## src/rtl/rle_trace_logger.sv

```systemverilog
// rtl/rle_trace_logger.sv - run-length trace logger with record FIFO
// Collapses repeated 8-bit codes into (code, count) records drained over valid/ready.
module rle_trace_logger #(
  parameter int CNT_W = 8,
  parameter int DEPTH = 4
) (
  input  logic                         CLK,
  input  logic                         RST,
  input  logic                         EN,
  input  logic [7:0]                   DIN,
  input  logic                         FLUSH,
  output logic                         REC_VALID,
  input  logic                         REC_READY,
  output logic [7:0]                   REC_DATA,
  output logic [CNT_W-1:0]             REC_COUNT,
  output logic [$clog2(DEPTH+1)-1:0]   LEVEL,
  output logic                         OVF
);

  localparam int LW = $clog2(DEPTH + 1);
  localparam int PW = $clog2(DEPTH);
  localparam int RW = 8 + CNT_W;
  localparam logic [CNT_W-1:0] CNT_MAX  = '1;
  localparam logic [CNT_W-1:0] CNT_ONE  = CNT_W'(1);
  localparam logic [LW-1:0]    LVL_FULL = LW'(DEPTH);

  logic [7:0]       run_val_q, run_val_d;
  logic [CNT_W-1:0] run_cnt_q, run_cnt_d;
  logic             run_open_q, run_open_d;

  logic [RW-1:0]    mem_q [DEPTH];
  logic [PW-1:0]    wr_ptr_q, wr_ptr_d;
  logic [PW-1:0]    rd_ptr_q, rd_ptr_d;
  logic [LW-1:0]    level_q, level_d;
  logic             ovf_q, ovf_d;

  logic             push_req;
  logic [RW-1:0]    push_rec;
  logic             pop;
  logic             push_ok;

  // Run tracker: decides whether the open run closes this cycle and what opens next.
  always_comb begin
    run_val_d  = run_val_q;
    run_cnt_d  = run_cnt_q;
    run_open_d = run_open_q;
    push_req   = 1'b0;
    push_rec   = {run_val_q, run_cnt_q};
    if (FLUSH) begin
      push_req = run_open_q;
      if (EN) begin
        run_val_d  = DIN;
        run_cnt_d  = CNT_ONE;
        run_open_d = 1'b1;
      end else begin
        run_open_d = 1'b0;
      end
    end else if (EN) begin
      if (!run_open_q) begin
        run_val_d  = DIN;
        run_cnt_d  = CNT_ONE;
        run_open_d = 1'b1;
      end else if (DIN == run_val_q && run_cnt_q != CNT_MAX) begin
        run_cnt_d = run_cnt_q + CNT_ONE;
      end else begin
        push_req  = 1'b1;
        run_val_d = DIN;
        run_cnt_d = CNT_ONE;
      end
    end
  end

  // A pop in the same cycle frees the slot a full FIFO needs for the push.
  always_comb begin
    pop      = (level_q != '0) && REC_READY;
    push_ok  = push_req && ((level_q != LVL_FULL) || pop);
    ovf_d    = ovf_q | (push_req & ~push_ok);
    wr_ptr_d = wr_ptr_q;
    rd_ptr_d = rd_ptr_q;
    level_d  = level_q;
    if (push_ok) wr_ptr_d = wr_ptr_q + PW'(1);
    if (pop)     rd_ptr_d = rd_ptr_q + PW'(1);
    case ({push_ok, pop})
      2'b10:   level_d = level_q + LW'(1);
      2'b01:   level_d = level_q - LW'(1);
      default: level_d = level_q;
    endcase
  end

  always_ff @(posedge CLK or posedge RST) begin
    if (RST) begin
      run_val_q  <= '0;
      run_cnt_q  <= '0;
      run_open_q <= 1'b0;
      wr_ptr_q   <= '0;
      rd_ptr_q   <= '0;
      level_q    <= '0;
      ovf_q      <= 1'b0;
    end else begin
      run_val_q  <= run_val_d;
      run_cnt_q  <= run_cnt_d;
      run_open_q <= run_open_d;
      wr_ptr_q   <= wr_ptr_d;
      rd_ptr_q   <= rd_ptr_d;
      level_q    <= level_d;
      ovf_q      <= ovf_d;
    end
  end

  // Storage is cleared on reset so the head outputs read zero afterwards.
  always_ff @(posedge CLK or posedge RST) begin
    if (RST) begin
      for (int i = 0; i < DEPTH; i++) mem_q[i] <= '0;
    end else if (push_ok) begin
      mem_q[wr_ptr_q] <= push_rec;
    end
  end

  assign REC_VALID = (level_q != '0);
  assign REC_DATA  = mem_q[rd_ptr_q][RW-1:CNT_W];
  assign REC_COUNT = mem_q[rd_ptr_q][CNT_W-1:0];
  assign LEVEL     = level_q;
  assign OVF       = ovf_q;

endmodule
```

## config.mk

```make
export PLATFORM = sky130hd
export DESIGN_NAME = rle_trace_logger
export DESIGN_NICKNAME = d
export VERILOG_FILES = /design/src/rtl/rle_trace_logger.sv
export SDC_FILE = /design/constraint.sdc
export NUM_CORES = 1
export LEC_CHECK = 0
export BUFFER_PORTS_ARGS = -buffer_cell sky130_fd_sc_hd__buf_2
export CORE_MARGIN = 3
export CORE_UTILIZATION = 45
export DETAILED_ROUTE_END_ITERATION = 7
export GPL_TIMING_DRIVEN = 0
export MAX_ROUTING_LAYER = met4
export SLEW_MARGIN = 30
export SYNTH_ARGS = -nofsm -noshare
export SYNTH_HDL_FRONTEND = slang
export SYNTH_SLANG_ARGS = --single-unit
```

## constraint.sdc

```tcl
create_clock -name CLK -period 5.4 [get_ports CLK]
set_input_delay 1.08 -clock CLK [delete_from_list [all_inputs] [get_ports CLK]]
set_output_delay 1.08 -clock CLK [all_outputs]
set_load 0.01 [all_outputs]
```

==> metrics.txt <==
status=completed; Max H-tree Level=3; critical path class=flop to output pin; CTS tree=done; initial antenna violation count=0; share of cells above drive strength 1=48.9%; main combinational cell family by area after synthesis=multiplexers; Post-synth EDFFs=0; Synth Instances=282; switching pwr=0.704 mW; ys async rst share=100%; syn nets=302; slowest CP cell=clkbuf_1; min Tclk post-route=3440 ps; Max stage delay on crit path=660 ps; final slew viol count=0; f_max=291 MHz; Fin. Hold Viols=0; die area=10,900 um2; compound-gate portion of the synthesized area=3.65%; routed wire length=7700 um; setup TNS=0 ps; I/O pin cnt=34; internal power=1.49 mW; worst slew pin tran=787 ps; Yosys reg bits=89; Tcrit/Tclk final=63.7%; Area growth syn-to-layout=12.3%; Clk pwr share=19.2%; site row count=35; first drt pass iteration count=4; RD Place Congestion=0.766; clk buf depth=2; Die Width=104 um; drt via density=5.17; Primary FF master, synth=dfrtp_1; Avg Cell Area, Syn=15.4 um2; global route total overflow=0; fin nets=346; CTS resizes=0; Pwr Density=449 nW/um2; Sink Count=89; Seq/Total Area, Yosys=51.1%; post-DR wirelength/cell=16.7 um; Die Height=104 um; Sw Share=32.1%; XOR/XNOR Fraction of Synth Area=3.22%; 1st-iter DRT viols=109; n_diodes=0; Rel. slew slack=47.5%; CP Capture Type=output pin; crit start category=flop; dpl hpwl=5140 um; Finish-stage setup viols=0; CTS Buf Count=9; static leakage=2.32 nW; number of global-route vias before repair=2,415; Max-Cap Viols=0; dpl cells=444; DRC viols=0; Multi-input gate area=1930 um2; FILL cells=808; first-pass GRT wire length=13,100 um; Synth Area in Adders=2.18%; crit-path cells=clkbuf_1 -> clkbuf_1 -> mux4_2 -> buf_2; CTS Root Cell=clkbuf_8; sequential share of power=42.1%; Combinational Power Share=38.7%; Initial Util=46.7%; pin count of the biggest net entering global routing=64; synthesized cell area=4350 um2; Global Route Usage Sum=15.8%; worst skew pair latency=350 ps; Top cell by count, worst path=clkbuf_1; Ys Warns=0; crit-path max FO=10; reg2reg setup slack=2610 ps; Clock Skews=13.4 ps; synth unique cells=43; Clock transition at path regs=90 ps; Core Area=9330 um2; Seq. cell area=2230 um2; Post CTS Setup Buffer Count=0; RSZ-0062 raised after global routing=no; Synth Area in Simple Gates=4.48%; WHS=463 ps; antenna viol nets, final=0; Hold Crit Class=flop to flop; final cell count without fillers=460; Port Buf Inserts=32; CTS Hold Bufs=0; mux cell area share after synthesis=30.8%; Crit path required time=4320 ps; Vias=2,377; CP arrival=2360 ps; Worst VDD drop=222 uV
## metal layers
layer	part of all wire (%)	global-route usage [%]
met4	0.95	3.99
met1	49	22.1
met3	3.4	4.16
met5	0	-
met2	47	23.2
## registers in the layout, summed over array words and instances, names as in the netlist
register    flops
rd_ptr_q        2
run_cnt_q       8
run_val_q       8
mem_q          64
OVF             1
run_open_q      1
LEVEL           3
wr_ptr_q        2
## critical path: cells and delay by family (launching register included)
kind	cells	cell delay [ps]
DFF	1	330
buffers and inverters	3	1260
muxes	1	420
## cells in the final DEF, fill, tap and decap left out, drive strengths merged, types with 3 or more instances in the layout
master	count
nand3	3
clkinv	3
a21o	4
and2	4
mux2	73
nor3	3
inv	11
xnor2	11
nor2	6
buf	45
o21ai	5
dfrtp	89
clkbuf	13
xor2	5
nand2	9
ha	6
mux4	16
## cells in the mapped netlist (all sizes together), types with 2 or more instances
cell	n	area [um2]
a21o	4	35.0
a21oi	2	13.8
a31o	2	17.5
and2	4	25.0
buf	12	145
clkbuf	3	12.5
dfrtp	89	2230
ha	6	75.1
inv	10	37.5
mux2	73	972
mux4	16	360
nand2	9	33.8
nand3	3	20.0
nand4	2	12.5
nor2	6	22.5
nor3	3	26.3
nor4	2	12.5
o21ai	5	36.3
o41ai	2	17.5
or3	2	12.5
xnor2	11	96.3
xor2	5	43.8
## cell type report
type | instances | area share (%)
flip-flops and latches | 89 | 45.6
clock buffers | 10 | 2.82
multi-input cells | 168 | 39.5
clock inverters | 6 | 0.870
inverters | 10 | 0.870
well taps | 129 | 3.30
plain buffers | 15 | 3.22
repair buffers | 33 | 3.84
## kinds of logic (layout without fill, tap and decap cells)
family,count (synthesis),count (layout)
muxes,90,90
DFF,89,89
buffers and inverters,25,74
xor gates and xnor gates,16,16
and+or+nand+nor,35,35
adders and majority gates,7,7
AOI/OAI and AO/OA,20,20
## metrics by stage
step / area (um2) / power (mW) / setup slack [ps] / util, %
after floorplan: 4350 / 1.57 / 2010 / -
after global placement: 4680 / 1.78 / 840 / 50.1
after detailed placement: 4710 / 1.80 / 1900 / 50.5
after CTS: 4890 / 2.23 / 1940 / 52.4
after global routing: 4890 / 2.33 / 1860 / 52.4
final: 4890 / 2.19 / 1960 / 52.4
## final timing paths
kind,cells after the start,endpoint,start
worst max-delay path,4,REC_DATA[2],rd_ptr_q[1]
worst min-delay path,1,OVF,OVF
worst max register to register,11,LEVEL[2],run_val_q[5]
worst min register to register,1,OVF,OVF
max in group asynchronous,3,mem_q[20],RST
min in group asynchronous,2,mem_q[55],RST
## power groups by stage
stage / Sequential (mW) / Combinational, mW / Clock [mW]
finish: 0.923 / 0.850 / 0.421
global route: 0.946 / 0.926 / 0.462
CTS: 0.923 / 0.869 / 0.436
detailed placement: 0.934 / 0.868 / 0
global placement: 0.929 / 0.852 / 0
floorplan: 0.915 / 0.658 / 0
Note: power is estimated with default switching activity, not from simulation.
